$ cat config.mk
export PLATFORM = sky130hd
export DESIGN_NAME = stream_feeder
export DESIGN_NICKNAME = d
export VERILOG_FILES = /design/src/rtl/stream_feeder.sv
export SDC_FILE = /design/constraint.sdc
export NUM_CORES = 1
export LEC_CHECK = 0
export CORE_MARGIN = 2
export CORE_UTILIZATION = 40
export CTS_BUF_LIST = sky130_fd_sc_hd__clkbuf_2
export DETAILED_ROUTE_END_ITERATION = 10
export GPL_TIMING_DRIVEN = 0
export PLACE_DENSITY = 0.68
export SYNTH_ARGS = -nofsm -noshare
export SYNTH_HDL_FRONTEND = slang
export SYNTH_SLANG_ARGS = --single-unit
$ cat constraint.sdc
create_clock -name clk_i -period 2.7 [get_ports clk_i]
set_clock_uncertainty 0.2 [all_clocks]
set_input_delay 0.405 -clock clk_i [delete_from_list [all_inputs] [get_ports clk_i]]
set_output_delay 0.405 -clock clk_i [all_outputs]
set_load 0.01 [all_outputs]
$ cat src/rtl/stream_feeder.sv
`default_nettype none
// ============================================================================
// Module      : stream_feeder
// Description : Upstream stage for a WIDTH-parameterised datapath consumer.
//               Accepts a valid/ready stream into a small FIFO and presents
//               each word downstream as a single-cycle enable_o strobe with a
//               registered data_o that holds between strobes. Supports a
//               downstream stall and a synchronous flush, and reports the
//               number of stored entries.
// Ports       : clk_i      - clock, all logic on the rising edge
//               rst_ni     - asynchronous active-low reset
//               clear_i    - synchronous flush, overrides every other input
//               s_valid_i  - upstream word valid
//               s_ready_o  - feeder can accept a word this cycle
//               s_data_i   - upstream word
//               stall_i    - downstream hold; no strobe issued while high
//               enable_o   - one-cycle strobe, data_o valid this cycle
//               data_o     - output word, registered, held between strobes
//               level_o    - entries stored (0..DEPTH), excludes data_o word
//               state_o    - 0 IDLE, 1 STREAM, 2 HOLD
// Revision    : 1.0 - initial release
// ============================================================================
module stream_feeder #(
  parameter int WIDTH = 8,
  parameter int DEPTH = 4
) (
  input  logic                     clk_i,
  input  logic                     rst_ni,
  input  logic                     clear_i,
  input  logic                     s_valid_i,
  output logic                     s_ready_o,
  input  logic [WIDTH-1:0]         s_data_i,
  input  logic                     stall_i,
  output logic                     enable_o,
  output logic [WIDTH-1:0]         data_o,
  output logic [$clog2(DEPTH):0]   level_o,
  output logic [1:0]               state_o
);

  localparam int c_AW = $clog2(DEPTH);

  localparam logic [c_AW:0] c_LVL_ZERO = '0;
  localparam logic [c_AW:0] c_LVL_ONE  = (c_AW+1)'(1);
  localparam logic [c_AW:0] c_LVL_FULL = (c_AW+1)'(DEPTH);

  localparam logic [1:0] c_ST_IDLE   = 2'd0;
  localparam logic [1:0] c_ST_STREAM = 2'd1;
  localparam logic [1:0] c_ST_HOLD   = 2'd2;

  logic [WIDTH-1:0] r_mem [DEPTH];

  // Write/read counts carry one bit beyond the pointer so that the
  // difference distinguishes full from empty.
  logic [c_AW:0]    r_wr_cnt;
  logic [c_AW:0]    r_rd_cnt;
  logic             r_ready_en;
  logic             r_enable;
  logic [WIDTH-1:0] r_data;
  logic [1:0]       r_state;

  logic [c_AW:0]    w_level;
  logic             w_push;
  logic             w_pop;
  logic             w_drain;
  logic [1:0]       w_state_next;

  assign w_level = r_wr_cnt - r_rd_cnt;

  // r_ready_en keeps s_ready_o low during reset and rises on the first edge
  // after release; otherwise ready depends only on the stored level.
  assign s_ready_o = r_ready_en & (w_level != c_LVL_FULL);

  assign w_push = s_valid_i & s_ready_o & ~clear_i;
  // Pop looks at the level before this edge, so a word pushed into an empty
  // FIFO cannot be popped on the same edge.
  assign w_pop  = (w_level != c_LVL_ZERO) & ~stall_i & ~clear_i;

  // Level becomes zero at this edge without a new word arriving.
  assign w_drain = ~w_push &
                   ((w_level == c_LVL_ZERO) | ((w_level == c_LVL_ONE) & w_pop));

  always_ff @(posedge clk_i or negedge rst_ni) begin
    if (!rst_ni) begin
      r_wr_cnt   <= '0;
      r_rd_cnt   <= '0;
      r_ready_en <= 1'b0;
    end else begin
      r_ready_en <= 1'b1;
      if (clear_i) begin
        r_wr_cnt <= '0;
        r_rd_cnt <= '0;
      end else begin
        if (w_push) r_wr_cnt <= r_wr_cnt + c_LVL_ONE;
        if (w_pop)  r_rd_cnt <= r_rd_cnt + c_LVL_ONE;
      end
    end
  end

  // Storage needs no reset: entries are only read after being written.
  always_ff @(posedge clk_i) begin
    if (w_push) r_mem[r_wr_cnt[c_AW-1:0]] <= s_data_i;
  end

  // data_o holds across stalls and flushes, so a word is never re-strobed.
  always_ff @(posedge clk_i or negedge rst_ni) begin
    if (!rst_ni) begin
      r_enable <= 1'b0;
      r_data   <= '0;
    end else begin
      r_enable <= w_pop;
      if (w_pop) r_data <= r_mem[r_rd_cnt[c_AW-1:0]];
    end
  end

  always_comb begin
    w_state_next = r_state;
    if (clear_i) begin
      w_state_next = c_ST_IDLE;
    end else begin
      case (r_state)
        c_ST_IDLE: begin
          if (w_push) w_state_next = c_ST_STREAM;
        end
        c_ST_STREAM: begin
          if (stall_i && (w_level != c_LVL_ZERO)) w_state_next = c_ST_HOLD;
          else if (w_drain)                       w_state_next = c_ST_IDLE;
        end
        c_ST_HOLD: begin
          // Nothing pops while in HOLD, so the level stays non-zero unless
          // flushed; the IDLE fallback only guards an unexpected empty FIFO.
          if (!stall_i) begin
            w_state_next = (w_level != c_LVL_ZERO) ? c_ST_STREAM : c_ST_IDLE;
          end
        end
        default: w_state_next = c_ST_IDLE;
      endcase
    end
  end

  always_ff @(posedge clk_i or negedge rst_ni) begin
    if (!rst_ni) r_state <= c_ST_IDLE;
    else         r_state <= w_state_next;
  end

  assign enable_o = r_enable;
  assign data_o   = r_data;
  assign level_o  = w_level;
  assign state_o  = r_state;

endmodule
`default_nettype wire

==> results.json, run 1 <==
{
  "run_status": "completed",
  "syn_to_final_growth_pct": 26.1,
  "tritoncts": "yes",
  "cp_max_fo": 3,
  "setup_violations": 0,
  "r2r_slack_ns": 0.06,
  "critPathMaxStageDelay_ns": 0.57,
  "vdd_drop_max_mv": 0.342,
  "cts-hold-fix-buffers": 0,
  "via_count": 1214,
  "yosys_warnings": 0,
  "critPathLaunchType": "flip-flop",
  "cp_cell_sequence": "ha_4 -> fa_2 -> nand2_4 -> o21a_1 -> buf_2",
  "track_usage_pct": 14.3,
  "diodes": 0,
  "viasPerCell": 5.00,
  "cpMaxStageDelayCell": "fa_2",
  "initial_core_util_pct": 41.9,
  "design.portCount": 28,
  "tightest_slew_ns": 0.834,
  "die_h_um": 77.4,
  "hold_class": "primary input to async pin",
  "crit_cells": 5,
  "powerDensity_nw_per_um2": 854,
  "rows": 26,
  "cts_root_buffer": "clkbuf_2",
  "cp.required_ns": 2.10,
  "worstSkewPairLatency_ns": 0.43,
  "path_buf_inv": 1,
  "final_cell_mix": "32 x edfxtp_1, 24 x clkdlybuf4s50_1, 18 x dfrtp_1",
  "coreArea_um2": 5140,
  "slew_violations": 0,
  "seq_area_um2": 1410,
  "h-tree-depth": 2,
  "fillers": 458,
  "clock.fmax_mhz": 377,
  "yosys_register_bits": 50,
  "numPortBuffers": 27,
  "slew_headroom_pct": 44.3,
  "max_cap_violations": 0,
  "fin_util_pct": 52.9,
  "cts_buffers": 5,
  "cp-end-kind": "output pin",
  "setup.worst_path.start": "r_rd_cnt[0]",
  "fin_ws_ns": 0.0501,
  "grt_pass1_vias": 1281,
  "netlist_instances": 126,
  "worst-endpoint-arrival_ns": 2.04,
  "grt_max_degree": 19,
  "hold_violations": 0,
  "ys_types": 30,
  "clk_pin_slew_ns": 0.24,
  "die_x_um": 77.4,
  "route.detailed.drc": 0,
  "syn_avg_cell_area_um2": 17.1,
  "ant_nets": 0,
  "drive_gt1_share_pct": 28.3,
  "clock-sinks": 50,
  "routabilityCongestion": 0.704,
  "yosysSeqAreaShare_pct": 65.5,
  "final_common_cell": "edfxtp_1",
  "drtIter0Drc": 56,
  "grt_overflow": 0,
  "fin_crit_ns": 2.65,
  "syn_nets": 146,
  "grt_setup_unrepaired": "true",
  "syn-cell-area_um2": 2160,
  "place_area_um2": 2520,
  "grt_pass1_wl_um": 6390,
  "die_area_um2": 5990,
  "antenna_found_initial": 0,
  "rr_endpoint": "r_mem[1][6]",
  "wl_per_cell_um": 16.3,
  "path_class": "flip-flop to output pin",
  "fin_area_um2": 2720,
  "ff2ff_path_depth": 6,
  "cts_buffer_depth": 2,
  "crit_end": "s_ready_o",
  "dr.pass1.iters": 4,
  "routed_wl_um": 3950,
  "dpl.hpwl_um": 2650,
  "crit_family": "adder cells",
  "dp_slack_ns": -0.803,
  "final_net_count": 192,
  "fin_crit_sh_pct": 98.1,
  "p_leak_nw": 1.07,
  "multi_input_area_um2": 774,
  "worstReg2RegStart": "r_rd_cnt[0]"
}
==> cell usage after synthesis, drive strengths merged <==
library cell | n | share of area, %
clkbuf | 2 | 0.35
or3 | 1 | 0.29
nor3b | 5 | 1.7
xnor2 | 2 | 0.81
nand3 | 3 | 0.70
xnor3 | 1 | 1.1
a31oi | 1 | 0.99
edfxtp | 32 | 45
o21a | 1 | 0.35
buf | 2 | 0.70
inv | 6 | 1.0
mux2 | 8 | 5.6
nand2b | 3 | 0.99
o22ai | 1 | 0.29
a32o | 1 | 0.46
nor2b | 4 | 1.2
mux4 | 8 | 8.4
nand2 | 4 | 0.70
conb | 1 | 0.17
xor2 | 1 | 0.41
nor2 | 5 | 0.87
mux2i | 3 | 1.4
a21oi | 3 | 0.70
fa | 1 | 0.93
ha | 6 | 3.5
o21bai | 1 | 0.52
o21ai | 2 | 0.46
dfrtp | 18 | 21
==> registers in the layout, indices dropped and copies added, names as in the netlist <==
register and count:
state_o 2, enable_o 1, r_mem 32, r_rd_cnt 3, r_wr_cnt 3, data_o 8
r_ready_en 1
==> how the worst min path moves through the flow <==
stage,start,to,slack [ns],depth (start not counted)
floorplan,rst_ni,data_o[0],-0.09,0
global placement,data_o[4],data_o[4],0.30,1
detailed placement,data_o[4],data_o[4],0.30,1
CTS,rst_ni,r_ready_en,0.22,1
global route,rst_ni,r_ready_en,0.23,1
finish,rst_ni,r_wr_cnt[2],0.21,1
==> cells by family after synthesis <==
logic type | Yosys count | share of synthesized area (%)
buffers and inverters | 10 | 2.09
and+or+nand+nor | 25 | 6.44
muxes | 19 | 15.3
other | 1 | 0.174
AOI/OAI and AO/OA | 10 | 3.77
adders and majority gates | 7 | 4.41
xor gates and xnor gates | 4 | 2.32
DFF | 50 | 65.5
==> timing repair <==
item / CTS / global route
endpoints found under the setup margin: 35 / 27
pin swaps: 3 / 5
setup buffers: 6 / 5
resized for setup: 22 / 2
==> power by group <==
part	switching, W	leakage [nW]	internal [W]	total (W)
Combinational	0.000452	0.524	0.000601	0.00105
Sequential	0.0000630	0.518	0.000914	0.000977
Clock	0.000234	0.0264	0.0000590	0.000293
Total	0.000749	1.07	0.00157	0.00232
==> layout make-up <==
cell class	count	share of cell area, %
Buffer	4	0.828
Clock buffer	5	0.920
Clock inverter	3	0.598
Inverter	6	0.828
Multi-Input combinational cell	66	28.5
Sequential cell	50	51.9
Tap cell	70	3.22
Timing Repair Buffer	39	13.2
==> routing by layer <==
layer	vias up	part of all wire, %	track usage, %
met5	-	0	0
li1	558	-	-
met4	0	2.0	6.43
met1	624	41	15.8
met3	10	3.1	3.60
met2	22	54	25.7
==> per-stage QoR <==
| step | hold slack [ns] | TNS (ns) | power [W] | cells |
|---|---|---|---|---|
| floorplan | -0.0906 | -3.59 | 0.00155 | 126 |
| global placement | 0.296 | -22.14 | 0.00186 | 223 |
| CTS | 0.219 | 0 | 0.00229 | 238 |
| global route | 0.225 | -0.0570 | 0.00246 | 243 |
| finish | 0.210 | 0 | 0.00232 | 243 |
| detailed placement | 0.295 | -22.76 | 0.00189 | 224 |
(Power assumes the default switching activity.)
==> run 2: changes to the inputs <==
Settings changed: CTS_CLUSTER_SIZE set to 16.
==> results of run 2 <==
No change in the layout: final DEF, timing and power equal those of run 1.
==> run 3: changes to the inputs <==
Settings changed: CORE_UTILIZATION 40 to 50, PLACE_DENSITY 0.68 to 0.81.
==> run 3 against run 2 <==
Net effect: sequential cell count unchanged; global-route usage is 4.3 points higher; die area fell by 19%; combinational power hardly changed; critical path type unchanged; critical endpoint unchanged; largest power group unchanged; highest routed layer unchanged.
==> results.json, run 3 (synthesis results as in run 1) <==
{
  "hold_violations": 0,
  "coreArea_um2": 4090,
  "fin_ws_ns": 0.0473,
  "cp-end-kind": "output pin",
  "cts-hold-fix-buffers": 0,
  "via_count": 1257,
  "viasPerCell": 5.51,
  "cts_root_buffer": "clkbuf_2",
  "r2r_slack_ns": 0.14,
  "run_status": "completed",
  "power.total_w": 0.00243,
  "fin_area_um2": 2760,
  "track_usage_pct": 18.6,
  "grt_pass1_wl_um": 6640,
  "drtIter0Drc": 86,
  "worstSkewPairLatency_ns": 0.44,
  "drive_gt1_share_pct": 31.5,
  "setup.worst_path.start": "r_wr_cnt[0]",
  "grt_max_degree": 19,
  "finalSetupTns_ns": 0,
  "hold_class": "primary input to async pin",
  "dpl.hpwl_um": 2560,
  "die_x_um": 69.7,
  "grt_pass1_vias": 1361,
  "p_leak_nw": 1.11,
  "largest_reg_flops": 32,
  "place_area_um2": 2490,
  "powerDensity_nw_per_um2": 882,
  "h-tree-depth": 2,
  "worst-endpoint-arrival_ns": 2.05,
  "clock.fmax_mhz": 377,
  "grt_overflow": 0,
  "route.detailed.drc": 0,
  "fin_crit_ns": 2.65,
  "critPathLaunchType": "flip-flop",
  "worstReg2RegStart": "r_wr_cnt[0]",
  "design.portCount": 28,
  "ant_nets": 0,
  "setup_violations": 0,
  "routabilityCongestion": 0.793,
  "initial_core_util_pct": 52.8,
  "routed_wl_um": 4130,
  "diodes": 0,
  "clock-sinks": 50,
  "cts_buffer_depth": 2,
  "cts_buffers": 5,
  "fin_crit_sh_pct": 98.2,
  "final_cell_mix": "32 x edfxtp_1, 24 x clkdlybuf4s50_1, 18 x dfrtp_1",
  "antenna_found_initial": 0,
  "cp.required_ns": 2.10,
  "rows": 23,
  "ff2ff_path_depth": 8,
  "cp_max_fo": 3,
  "clk_pin_slew_ns": 0.26,
  "vdd_drop_max_mv": 0.398,
  "wl_per_cell_um": 18.1,
  "rr_endpoint": "r_mem[1][6]",
  "die_h_um": 69.7,
  "dp_slack_ns": -0.825,
  "final_net_count": 197,
  "tightest_slew_ns": 0.820,
  "tritoncts": "yes",
  "slew_headroom_pct": 45.2,
  "final_common_cell": "edfxtp_1",
  "die_area_um2": 4850,
  "numPortBuffers": 27,
  "max_cap_violations": 0,
  "path_class": "flip-flop to output pin",
  "slew_violations": 0,
  "syn_to_final_growth_pct": 27.9,
  "dr.pass1.iters": 4
}
run 3: metrics by stage:
stage	hold slack, ns	util (%)	cells
after floorplan	-0.0906	-	126
after global placement	0.296	60.9	203
after detailed placement	0.298	60.9	203
after CTS	0.220	66.4	224
after global routing	0.237	67.5	228
final	0.182	67.5	228
run 3: worst max-delay path by stage:
| stage | to | depth (start not counted) |
|---|---|---|
| 4_1_cts | level_o[1] | 5 |
| 2_1_floorplan | r_mem[3][0] | 6 |
| 3_5_place_dp | r_mem[0][6] | 6 |
| 3_3_place_gp | r_mem[3][0] | 6 |
| 5_1_grt | s_ready_o | 6 |
| 6_report | s_ready_o | 6 |
run 3: cell type report:
class,count,area [µm²]
Sequential cell,50,1410
Fill cell,265,1330
Multi-Input combinational cell,66,764
Timing Repair Buffer,44,404
Tap cell,50,62.6
Clock inverter,2,38.8
Clock buffer,6,30.0
Buffer,4,22.5
Inverter,6,22.5
run 3: critical path, cell delays in order, from the launching register on:
cell	delay [ns]
dfrtp_1	0.43
inv_2	0.06
ha_2	0.19
fa_2	0.37
xnor3_2	0.27
o21a_1	0.19
buf_2	0.13
run 3: what timing repair did:
item / in CTS / in global routing
setup buffers: 13 / 4
resized for setup: 22 / 3
endpoints found under the setup margin: 35 / 38
pin swaps: 5 / 3
hold endpoints to repair: 0 / 0
run 3: report_power, final:
part           total [W]  leakage (nW)  internal (W)  switching [W]
Sequential      0.000974         0.518      0.000914      0.0000599
Clock           0.000397        0.0432      0.000162       0.000234
Combinational    0.00106         0.553      0.000601       0.000461
run 3: layer usage:
layer / global-route usage (%) / part of all wire [%] / wire, µm / up-vias
li1: - / - / - / 569
met1: 20.9 / 39 / 1610 / 628
met2: 32.4 / 54 / 2220 / 47
met3: 5.23 / 5.1 / 211 / 13
met4: 9.40 / 2.3 / 93 / 0
met5: 0 / 0 / 0 / -
